===== src/rtl/pipeline_pkg.sv =====
// rtl/pipeline_pkg.sv - shared constants and FSM encoding for the pipeline sequencer
package pipeline_pkg;

  // Register index width for rs1/rs2/rd fields
  localparam int REG_IDX_W = 5;

  // Canonical RISC-V NOP (addi x0, x0, 0) loaded into IF/ID on a flush
  localparam logic [31:0] NOP_INSTR = 32'h0000_0013;

  // Sequencer states
  typedef enum logic [1:0] {
    ST_IDLE  = 2'd0,
    ST_RUN   = 2'd1,
    ST_DRAIN = 2'd2
  } ctrl_state_e;

endpackage


===== src/rtl/hazard_detect.sv =====
// rtl/hazard_detect.sv - combinational load-use hazard comparator
module hazard_detect
  import pipeline_pkg::*;
(
  input  logic [REG_IDX_W-1:0] if_id_rs1,
  input  logic [REG_IDX_W-1:0] if_id_rs2,
  input  logic                 if_id_rs2_used,
  input  logic [REG_IDX_W-1:0] id_ex_rd,
  input  logic                 id_ex_mem_read,
  output logic                 stall
);

  // A load in ID/EX whose destination feeds the instruction in IF/ID; x0 never creates a dependency
  assign stall = id_ex_mem_read
              && (id_ex_rd != '0)
              && ((id_ex_rd == if_id_rs1) || (if_id_rs2_used && (id_ex_rd == if_id_rs2)));

endmodule


===== src/rtl/pipeline_ctrl.sv =====
// rtl/pipeline_ctrl.sv - 5-stage pipeline sequencer (enables, flushes, run/drain FSM); PIPELINE_CTRL_PERF_CNT_EN adds stall/flush counters
module pipeline_ctrl
  import pipeline_pkg::*;
#(
  parameter int DRAIN_CYCLES = 4,
  parameter int CNT_W        = 32
) (
  input  logic                 clk,
  input  logic                 arst_n,
  input  logic                 enable,
  input  logic [REG_IDX_W-1:0] if_id_rs1,
  input  logic [REG_IDX_W-1:0] if_id_rs2,
  input  logic                 if_id_rs2_used,
  input  logic [REG_IDX_W-1:0] id_ex_rd,
  input  logic                 id_ex_mem_read,
  input  logic                 jump_id,
  input  logic                 branch_taken_mem,
  output logic                 pc_en,
  output logic                 if_id_en,
  output logic                 id_ex_en,
  output logic                 if_id_flush,
  output logic                 id_ex_flush,
  output logic                 ex_mem_flush,
  output logic                 running,
  output logic                 drained,
  output logic [CNT_W-1:0]     stall_cnt,
  output logic [CNT_W-1:0]     flush_cnt
);

  localparam int DCNT_W = (DRAIN_CYCLES > 1) ? $clog2(DRAIN_CYCLES) : 1;
  localparam logic [DCNT_W-1:0] DRAIN_LOAD = DCNT_W'(DRAIN_CYCLES - 1);

  ctrl_state_e       state_q, state_d;
  logic [DCNT_W-1:0] dcnt_q, dcnt_d;
  logic              hz_stall;

  hazard_detect u_hazard_detect (
    .if_id_rs1      (if_id_rs1),
    .if_id_rs2      (if_id_rs2),
    .if_id_rs2_used (if_id_rs2_used),
    .id_ex_rd       (id_ex_rd),
    .id_ex_mem_read (id_ex_mem_read),
    .stall          (hz_stall)
  );

  // Next-state and drain-counter logic for the IDLE/RUN/DRAIN sequencer
  always_comb begin
    state_d = state_q;
    dcnt_d  = dcnt_q;
    case (state_q)
      ST_IDLE: begin
        if (enable) state_d = ST_RUN;
      end
      ST_RUN: begin
        if (!enable) begin
          state_d = ST_DRAIN;
          dcnt_d  = DRAIN_LOAD;
        end
      end
      ST_DRAIN: begin
        if (enable) begin
          state_d = ST_RUN;
          dcnt_d  = '0;
        end else if (dcnt_q == '0) begin
          state_d = ST_IDLE;
        end else begin
          dcnt_d = dcnt_q - 1'b1;
        end
      end
      default: begin
        state_d = ST_IDLE;
        dcnt_d  = '0;
      end
    endcase
  end

  // State and drain counter registers; reset abandons any drain in progress
  always_ff @(posedge clk or negedge arst_n) begin
    if (!arst_n) begin
      state_q <= ST_IDLE;
      dcnt_q  <= '0;
    end else begin
      state_q <= state_d;
      dcnt_q  <= dcnt_d;
    end
  end

  // Stage enables and flushes, combinational so hazards are answered in the same cycle
  always_comb begin
    pc_en        = 1'b0;
    if_id_en     = 1'b0;
    id_ex_en     = 1'b0;
    if_id_flush  = 1'b0;
    id_ex_flush  = 1'b0;
    ex_mem_flush = 1'b0;
    running      = 1'b0;
    drained      = 1'b0;
    case (state_q)
      ST_RUN: begin
        running  = 1'b1;
        if_id_en = 1'b1;
        id_ex_en = 1'b1;
        if (branch_taken_mem) begin
          // Redirect wins: the load's consumer is wrong-path and gets squashed anyway
          pc_en        = 1'b1;
          if_id_flush  = 1'b1;
          id_ex_flush  = 1'b1;
          ex_mem_flush = 1'b1;
        end else if (hz_stall) begin
          // Hold PC and IF/ID, insert one bubble into ID/EX
          pc_en       = 1'b0;
          if_id_en    = 1'b0;
          id_ex_flush = 1'b1;
        end else if (jump_id) begin
          pc_en       = 1'b1;
          if_id_flush = 1'b1;
        end else begin
          pc_en = 1'b1;
        end
      end
      ST_DRAIN: begin
        // Fetch frozen, only bubbles enter while older instructions retire
        if_id_en    = 1'b1;
        id_ex_en    = 1'b1;
        if_id_flush = 1'b1;
        drained     = (dcnt_q == '0) && !enable;
      end
      default: begin
      end
    endcase
  end

`ifdef PIPELINE_CTRL_PERF_CNT_EN
  logic [CNT_W-1:0] stall_cnt_q, flush_cnt_q;
  logic             stall_evt, flush_evt;

  // Events only count when they actually win the priority mux in RUN
  assign stall_evt = (state_q == ST_RUN) && !branch_taken_mem && hz_stall;
  assign flush_evt = (state_q == ST_RUN) && (branch_taken_mem || (jump_id && !hz_stall));

  // Saturating event counters, cleared only by reset
  always_ff @(posedge clk or negedge arst_n) begin
    if (!arst_n) begin
      stall_cnt_q <= '0;
      flush_cnt_q <= '0;
    end else begin
      if (stall_evt && (stall_cnt_q != '1)) stall_cnt_q <= stall_cnt_q + 1'b1;
      if (flush_evt && (flush_cnt_q != '1)) flush_cnt_q <= flush_cnt_q + 1'b1;
    end
  end

  assign stall_cnt = stall_cnt_q;
  assign flush_cnt = flush_cnt_q;
`else
  assign stall_cnt = '0;
  assign flush_cnt = '0;
`endif

endmodule


===== config.mk =====
export PLATFORM = sky130hd
export DESIGN_NAME = pipeline_ctrl
export DESIGN_NICKNAME = d
export VERILOG_FILES = /design/src/rtl/pipeline_pkg.sv /design/src/rtl/hazard_detect.sv /design/src/rtl/pipeline_ctrl.sv
export SDC_FILE = /design/constraint.sdc
export NUM_CORES = 1
export LEC_CHECK = 0
export ABC_AREA = 1
export CAP_MARGIN = 15
export CELL_PAD_IN_SITES_DETAIL_PLACEMENT = 0
export CELL_PAD_IN_SITES_GLOBAL_PLACEMENT = 1
export CORE_UTILIZATION = 21
export CTS_BUF_LIST = sky130_fd_sc_hd__clkbuf_2
export CTS_CLUSTER_DIAMETER = 120
export DETAILED_ROUTE_END_ITERATION = 8
export PLACE_DENSITY_LB_ADDON = 0.1
export RECOVER_POWER = 100
export SLEW_MARGIN = 40
export SYNTH_ARGS = -nofsm -noshare
export SYNTH_HDL_FRONTEND = slang
export SYNTH_SLANG_ARGS = --single-unit

===== constraint.sdc =====
create_clock -name clk -period 3.8 [get_ports clk]
set_input_delay 0.76 -clock clk [delete_from_list [all_inputs] [get_ports clk]]
set_output_delay 0.76 -clock clk [all_outputs]
set_load 0.05 [all_outputs]

==> impl_results.md, run 1 <==
* Status: complete, no violations
* Pint at 0.214 mW
* Post_cts resized at 0
* Clock share of power at 5.7%
* I/O pins at 94
* Reg2reg end: dcnt_q[0]
* Fin. max-slew vios at 0
* Clk Latency, worst-skew pair at 210 ps
* Post-synthesis mux area share at 0%
* Post-Synth Adder-Cell Area at 5.95%
* Netlist cell types at 21
* Mapped Cells at 164
* Delay of the slowest critical-path stage at 790 ps
* FP Rows at 25
* Layout area overhead at 11.4%
* P per Cell Area at 575 nW/um^2
* GR Util met1 at 8.93%
* Slew @ Worst Pin at 608 ps
* Die Height at 72.8 um
* Overall routing resource usage at 7.06%
* Fmax at 286 MHz
* Crit path to: pc_en
* Fill cells at 565
* Port Buffers at 29
* Post-synthesis xor/xnor area fraction at 0.832%
* Worst-path clk slew at 50 ps
* Lkg Pwr at 0.691 nW
* GRT Residual Overflow at 0
* Worst hold path class: reg2reg
* Worst VDD drop at 174 uV
* Kind of critical path: in2out
* Met3 global-route usage at 2.07%
* Num Clock Sinks at 4
* Synthesis Warnings at 0
* Total negative setup slack at 0 ps
* First-pass GRT wire length at 2970 um
* Maximum buffer depth of the clock tree at 2
* Vias in the first global route at 698
* Top cells by area, synth: buf_4, nand2_1, dfrtp_1
* WP data arrival at 2730 ps
* Starting Density at 22.0%
* Flop pwr share at 10.6%
* Drt wl/cell at 7.42 um
* Total wire length at 1940 um
* CTS root buf: clkbuf_2
* TritonCTS clock tree: yes
* Nets@finish at 224
* Setup Buffers After CTS at 0
* Fin crit share at 91.9%
* Endpoints failing hold at 0
* Antenna diode count at 0
* Comb pwr share at 83.6%
* Final setup vio count at 0
* Largest delay share family, worst path: buffers and inverters
* Die ar. at 5300 sq um
* Most frequent cells in the layout: conb_1, nand2_1, inv_1
* DRC Markers at 0
* Pin count of the biggest net entering global routing at 9
* H-tree level count at 1
* Layout Skew at 10.2 ps
* Worst R2R Path Depth at 7
* Antenna violations before repair at 0
* Synth top area share at 45.7%
* Post-layout util at 24.5%
* CP max-delay cell: clkdlybuf4s50_1
* Area leader, netlist: buf_4
* CP Data Required Time at 3040 ps
* Via count at 844
* Antenna viol nets, final at 0
* CTS Buf Count at 3
* R2r setup slk at 2230 ps
* Die width at 72.8 um
* Tmin final at 3490 ps
* #FFs+latches synth at 4
* Most common cell after layout, fill and taps aside: conb_1
* Compound-Gate Fraction of Synth Area at 7.02%
* Sw frac at 68.2%
* Crit end category: output port
* Buf/Inv on CP at 5
* Largest fanout on the critical path at 3
* Routability-driven placement congestion ratio at 0.741
* Post-detail-place hpwl at 1770 um
* Met2 usage at 12.3%
* First DRT Iteration DRCs at 16
* Sequential fraction of the synthesis area at 9.51%
* Busiest grt layer: met2
* Startpoint types: input port
* Cts hold-fix bufs at 0
* Worst-path cell chain: dlygate4sd3_1 -> inv_2 -> nand4_1 -> o21ai_1 -> inv_1 -> nand3_2 -> nand2_1 -> inv_1 -> clkdlybuf4s50_1
* Drt first pass iters at 4
* Sw power at 0.460 mW
* Post-Synth Simple-Gate Area at 21.4%
* Max Cap Viol at 0
* Std-Cell Core Area at 4790 sq um
* Syn Std Cell Area at 1050 sq um
* Worst reg2reg startpoint: state_q[0]
* CP startpoint: id_ex_rd[1]
* Layout cell share with drive strength beyond 1 at 7.18%
* Levels on crit path at 9
* RSZ-0062 raised after global routing: false
* Top cell by count, worst path: inv_1
* Mean number of vias per cell at 3.22
* Slew margin rel. at 59.7%
* Largest family of logic cells by synthesized area: buffers and inverters
* Syn Area/Cell at 6.42 sq um
how the worst min path moves through the flow:
stage / startpoint / endpoint / slack (ps) / cells past startpoint
global route: dcnt_q[1] / dcnt_q[1] / 590 / 2
finish: dcnt_q[1] / dcnt_q[1] / 540 / 2
floorplan: arst_n / dcnt_q[0] / 460 / 0
detailed placement: dcnt_q[1] / dcnt_q[1] / 550 / 2
global placement: dcnt_q[1] / dcnt_q[1] / 550 / 2
CTS: dcnt_q[1] / dcnt_q[1] / 550 / 2
worst min-delay path, stage by stage, from the launching register on:
cell	delay, ps
dfrtp_1	350
inv_1	70
o22ai_1	80
power groups by stage:
stage                     Sequential, mW  Clock, mW  Combinational, mW
after floorplan                   0.0690          0              0.509
after global routing              0.0742     0.0444              0.614
final                             0.0716     0.0386              0.564
after global placement            0.0720          0              0.594
after CTS                         0.0718     0.0412              0.595
after detailed placement          0.0726          0              0.593
registers in the layout, summed over array words and instances, names as in the netlist:
name     flops
dcnt_q       2
state_q      2
cell usage after synthesis, drive strengths merged:
master,instances
o22ai,2
dfrtp,4
buf,64
ha,5
a21oi,6
nor2,9
o31ai,1
o21ai,4
nand4,1
inv,26
xnor2,1
nand2,34
nor3b,1
conb,1
nor3,1
nand3,4
layout make-up:
| class | instances | area, sq um | share of cell area, % |
|---|---|---|---|
| multi-input cells | 133 | 601 | 51.2 |
| repair buffers | 29 | 275 | 23.5 |
| flip-flops and latches | 4 | 100 | 8.54 |
| inverters | 26 | 97.6 | 8.32 |
| well taps | 67 | 83.8 | 7.15 |
| clock buffers | 3 | 15.0 | 1.28 |
per-layer routing:
layer  wire length [um]  vias up
li1                   -      430
met1                807      359
met2                957       55
met3                178        0
met4                  0        0
met5                  0        -
cells by family after synthesis:
group	Yosys count
flip-flops	4
adder cells (fa/ha/maj)	5
AND/OR/NAND/NOR	50
buffers and inverters	90
AO/OA/AOI/OAI	13
XOR/XNOR	1
other	1
per-stage QoR:
| step | instances | setup WS [ps] | power [mW] | cell area, sq um | hold WS [ps] |
|---|---|---|---|---|---|
| after floorplan | 227 | 602 | 0.577 | 1290 | 464 |
| after global placement | 259 | 358 | 0.666 | 1170 | 546 |
| after detailed placement | 259 | 372 | 0.666 | 1170 | 547 |
| after CTS | 262 | 369 | 0.708 | 1190 | 552 |
| after global routing | 262 | 127 | 0.733 | 1170 | 589 |
| final | 262 | 307 | 0.674 | 1170 | 545 |
(Power assumes the default switching activity.)
==> inputs of run 2 (changes only) <==
--- a/config.mk
+++ b/config.mk
@@ -10,9 +10,10 @@
 export CELL_PAD_IN_SITES_DETAIL_PLACEMENT = 0
 export CELL_PAD_IN_SITES_GLOBAL_PLACEMENT = 1
 export CORE_UTILIZATION = 21
-export CTS_BUF_LIST = sky130_fd_sc_hd__clkbuf_2
 export CTS_CLUSTER_DIAMETER = 120
 export DETAILED_ROUTE_END_ITERATION = 8
+export GPL_TIMING_DRIVEN = 0
+export HOLD_SLACK_MARGIN = 0.06
 export PLACE_DENSITY_LB_ADDON = 0.1
 export RECOVER_POWER = 100
 export SLEW_MARGIN = 40
==> run 2 against run 1 <==
Register-to-register slack better by 60 ps. Global-route usage up 0.36 points. Combinational power grew 9.9%. Final area is 45% higher. Wire length is 1.3% higher. Largest power group unchanged.
==> impl_results.md, run 2 (synthesis results as in run 1) <==
* Status: complete, no violations
* Clock share of power at 11.1%
* Largest delay share family, worst path: buffers and inverters
* H-tree level count at 1
* First-pass GRT wire length at 3140 um
* I/O pins at 94
* Num Clock Sinks at 4
* Antenna diode count at 0
* Sw power at 0.465 mW
* Layout area overhead at 61.0%
* Mean number of vias per cell at 2.93
* Worst hold path class: reg2reg
* Placed Area at 1660 sq um
* RSZ-0062 raised after global routing: false
* Total wire length at 1970 um
* Worst-path cell chain: clkdlybuf4s50_1 -> nand2_1 -> nand2_1 -> nor2_1 -> nand3_1 -> nand2_2 -> nand2_2 -> nand3_1 -> a21oi_1 -> dlygate4sd3_1
* Fin. max-slew vios at 0
* Antenna violations before repair at 0
* Final worst slack at 214 ps
* R2r setup slk at 2290 ps
* Final Power at 0.778 mW
* Flop pwr share at 9.2%
* Endpoints failing hold at 0
* Non-Filler Instances at 326
* Drt first pass iters at 4
* Worst reg2reg startpoint: state_q[0]
* Antenna viol nets, final at 0
* Layout cell share with drive strength beyond 1 at 29.7%
* Post-detail-place hpwl at 1890 um
* DRC Markers at 0
* Slew margin rel. at 65.6%
* Worst-path clk slew at 30 ps
* Std-Cell Core Area at 4790 sq um
* Setup Buffers After CTS at 0
* Crit end category: output port
* Cts hold-fix bufs at 0
* Sw frac at 59.8%
* Fin Hold WS at 549 ps
* CP max-delay cell: dlygate4sd3_1
* Final setup vio count at 0
* WP data arrival at 2830 ps
* Drt wl/cell at 6.04 um
* Via count at 954
* Tmin final at 3590 ps
* Overall routing resource usage at 7.41%
* Routability-driven placement congestion ratio at 0.711
* First DRT Iteration DRCs at 16
* TritonCTS clock tree: yes
* Maximum buffer depth of the clock tree at 2
* Buf/Inv on CP at 2
* Hold path start: state_q[0]
* FP Rows at 25
* Layout Skew at 2.79 ps
* CP Data Required Time at 3040 ps
* Clk Latency, worst-skew pair at 210 ps
* Fill cells at 523
* Die width at 72.8 um
* Most frequent cells in the layout: buf_4, conb_1, nand2_1
* P per Cell Area at 459 nW/um^2
* Nets@finish at 288
* Design Area, Final at 1690 sq um
* Delay of the slowest critical-path stage at 890 ps
* CTS Buf Count at 3
* CTS root buf: clkbuf_8
* Max Cap Viol at 0
* Startpoint types: input port
* Pint at 0.313 mW
* Setup WS pre-CTS at 249 ps
* Biggest regs: dcnt_q x2, state_q x2
* Pin count of the biggest net entering global routing at 9
* Placed cells at 323
* Comb pwr share at 79.6%
* Die Height at 72.8 um
* CP startpoint: id_ex_rd[4]
* Slew @ Worst Pin at 514 ps
* Largest fanout on the critical path at 4
* Vias in the first global route at 810
* Post-layout util at 35.4%
* Die ar. at 5300 sq um
* GRT Residual Overflow at 0
* Fmax at 279 MHz
* Fin crit share at 94.4%
* Kind of critical path: in2out
* Total negative setup slack at 0 ps
* Starting Density at 22.0%
* Lkg Pwr at 1.06 nW
* Port Buffers at 29
* Post_cts resized at 0
* Worst VDD drop at 227 uV
==> run 2: worst paths after layout <==
kind	cells past startpoint	endpoint
max in group asynchronous	1	state_q[1]
hold reg to reg	2	state_q[0]
hold / removal	2	state_q[0]
setup / recovery	10	if_id_flush
setup reg to reg	7	dcnt_q[1]
min in group asynchronous	1	dcnt_q[1]
==> run 2: area by class of cell <==
cell class | count | area [sq um] | share of cell area (%)
buffer | 64 | 480 | 28.4
clock buffer | 3 | 41.3 | 2.44
inverter | 26 | 97.6 | 5.76
multi-input combinational | 133 | 601 | 35.5
sequential | 4 | 100 | 5.91
tap | 67 | 83.8 | 4.95
timing repair buffer | 29 | 290 | 17.1
==> run 2: power groups by stage <==
stage	logic (mW)	registers, mW	clock network (mW)
2_1_floorplan	0.509	0.0690	0
3_3_place_gp	0.649	0.0726	0
3_5_place_dp	0.647	0.0727	0
4_1_cts	0.648	0.0721	0.0889
5_1_grt	0.671	0.0747	0.0944
6_report	0.620	0.0718	0.0867
==> run 2: layer usage <==
metal | up-vias | track usage, % | wire length [um]
li1 | 556 | - | -
met1 | 347 | 8.96 | 849
met2 | 51 | 13.0 | 891
met3 | 0 | 2.35 | 227
met4 | 0 | 1.31 | 0
met5 | - | 0 | 0
==> run 2: worst reg2reg max path, stage by stage (launching register included) <==
cell and delay (ps):
dfrtp_1 380, inv_1 80, ha_1 270, inv_2 80
nor3_1 50, nor3b_1 320, nand2_1 120, o22ai_1 120
==> inputs of run 3 (changes only) <==
==> constraint.sdc (replaced) <==
create_clock -name clk -period 3.8 [get_ports clk]
set_input_delay 0.38 -clock clk [delete_from_list [all_inputs] [get_ports clk]]
set_output_delay 0.38 -clock clk [all_outputs]
set_load 0.05 [all_outputs]
==> run 3 against run 2 <==
Non-clock buffer count did not move. Power is 0.13% higher. Critical endpoint is now id_ex_flush. Register-to-register slack hardly changed. Clock skew unchanged. Global-route usage did not move. Worst hold slack worse by 100 ps. Cell count did not move. First-iteration DRC count is 6.3% higher. Largest power group unchanged. Critical path type unchanged. Maximum frequency is 27% higher.
==> impl_results.md, run 3 (synthesis results as in run 1) <==
* TritonCTS clock tree: yes
* Fmax at 354 MHz
* DRC Markers at 0
* Worst reg2reg startpoint: state_q[0]
* Max Cap Viol at 0
* Mean number of vias per cell at 2.93
* Crit end category: output port
* Pin count of the biggest net entering global routing at 9
* Drt wl/cell at 6.03 um
* Largest fanout on the critical path at 4
* RSZ-0062 raised after global routing: false
* First DRT Iteration DRCs at 17
* Worst-path clk slew at 30 ps
* Port Buffers at 29
* Maximum buffer depth of the clock tree at 2
* Die width at 72.8 um
* Final setup vio count at 0
* CP startpoint: id_ex_rd[4]
* Total wire length at 1970 um
* Routability-driven placement congestion ratio at 0.711
* FP Rows at 25
* Slew @ Worst Pin at 514 ps
* Die Height at 72.8 um
* Via count at 956
* Buf/Inv on CP at 3
* Layout area overhead at 61.5%
* Cts hold-fix bufs at 0
* Final Power at 0.779 mW
* Slew margin rel. at 65.6%
* Total negative setup slack at 0 ps
* Met3 global-route usage at 2.35%
* CP Data Required Time at 3420 ps
* CTS Buf Count at 3
* Worst hold path class: in2async
* CP max-delay cell: dlygate4sd3_1
* Antenna violations before repair at 0
* Starting Density at 22.0%
* Largest delay share family, worst path: buffers and inverters
* Fin. max-slew vios at 0
* Setup Buffers After CTS at 0
* Delay of the slowest critical-path stage at 880 ps
* H-tree level count at 1
* Endpoints failing hold at 0
* P per Cell Area at 459 nW/um^2
* Post-detail-place hpwl at 1890 um
* GRT Residual Overflow at 0
* Std-Cell Core Area at 4790 sq um
* Antenna diode count at 0
* Clk Latency, worst-skew pair at 210 ps
* Die ar. at 5300 sq um
* Fill cells at 522
* Multi-input logic area at 606 sq um
* WP data arrival at 2450 ps
* I/O pins at 94
* CTS root buf: clkbuf_8
* Met2 usage at 13.0%
* Overall routing resource usage at 7.41%
* Design Area, Final at 1700 sq um
* Vias in the first global route at 810
* Biggest regs: dcnt_q x2, state_q x2
* Layout cell share with drive strength beyond 1 at 30.1%
* Seq. cell area at 100 sq um
* Levels on crit path at 10
* Tmin final at 2830 ps
* First-pass GRT wire length at 3140 um
* Worst VDD drop at 227 uV
* Reg2reg end: dcnt_q[1]
* Kind of critical path: in2out
* Nets@finish at 288
* Crit path to: id_ex_flush
* Layout Skew at 2.79 ps
* Status: complete, no violations
* Most frequent cells in the layout: buf_4, conb_1, nand2_1
* Post_cts resized at 0
* GR Util met1 at 8.96%
* Placed Area at 1660 sq um
* Num Clock Sinks at 4
* Drt first pass iters at 4
* Lkg Pwr at 1.06 nW
* Post-layout util at 35.5%
* Antenna viol nets, final at 0
* R2r setup slk at 2300 ps
* Worst R2R Path Depth at 7
* Busiest grt layer: met2
* Fin crit share at 74.4%
* Worst-path cell chain: clkdlybuf4s50_1 -> inv_1 -> nand2_1 -> nand2_1 -> nor2_1 -> nand3_1 -> nand2_2 -> nand2_2 -> o21ai_2 -> dlygate4sd3_1
* Startpoint types: input port
## run 3: cell count changes in the layout (fill, tap and decap cells not counted)
cell	delta
nor3_1	-1
nor3_2	+1
## run 3: cell type report
class	count	share of cell area [%]
Multi-Input combinational cell	133	35.6
Buffer	64	28.3
Timing Repair Buffer	29	17.1
Sequential cell	4	5.89
Inverter	26	5.74
Tap cell	67	4.93
Clock buffer	3	2.43
## run 3: metrics by stage
stage	cells	hold WS (ps)	setup WS (ps)
6_report	326	445	973
5_1_grt	326	450	789
4_1_cts	326	375	1000
3_5_place_dp	323	553	1010
3_3_place_gp	323	549	1000
2_1_floorplan	227	84.4	982
## run 3: metal layers
metal | vias up | wire (um)
li1 | 557 | -
met3 | 0 | 227
met4 | 0 | 0
met5 | - | 0
met2 | 51 | 893
met1 | 348 | 846
## run 3: worst register-to-register path: stages, from the launching register on
cell and delay (ps):
dfrtp_1 380, inv_1 80, ha_1 270, inv_2 90
nor3_2 50, nor3b_1 320, nand2_1 120, o22ai_1 120
## run 3: how the worst min path moves through the flow
stage / from / end / slack [ps] / depth (start not counted)
after detailed placement: state_q[0] / state_q[0] / 550 / 2
final: arst_n / dcnt_q[1] / 440 / 1
after global routing: arst_n / dcnt_q[0] / 450 / 1
after floorplan: arst_n / dcnt_q[0] / 80 / 0
after global placement: state_q[0] / state_q[0] / 550 / 2
after CTS: arst_n / dcnt_q[0] / 380 / 1
## run 3: power breakdown
group | switching (mW) | internal (mW)
combinational | 0.435 | 0.186
sequential | 0.0127 | 0.0591
clock | 0.0195 | 0.0673
total | 0.467 | 0.312
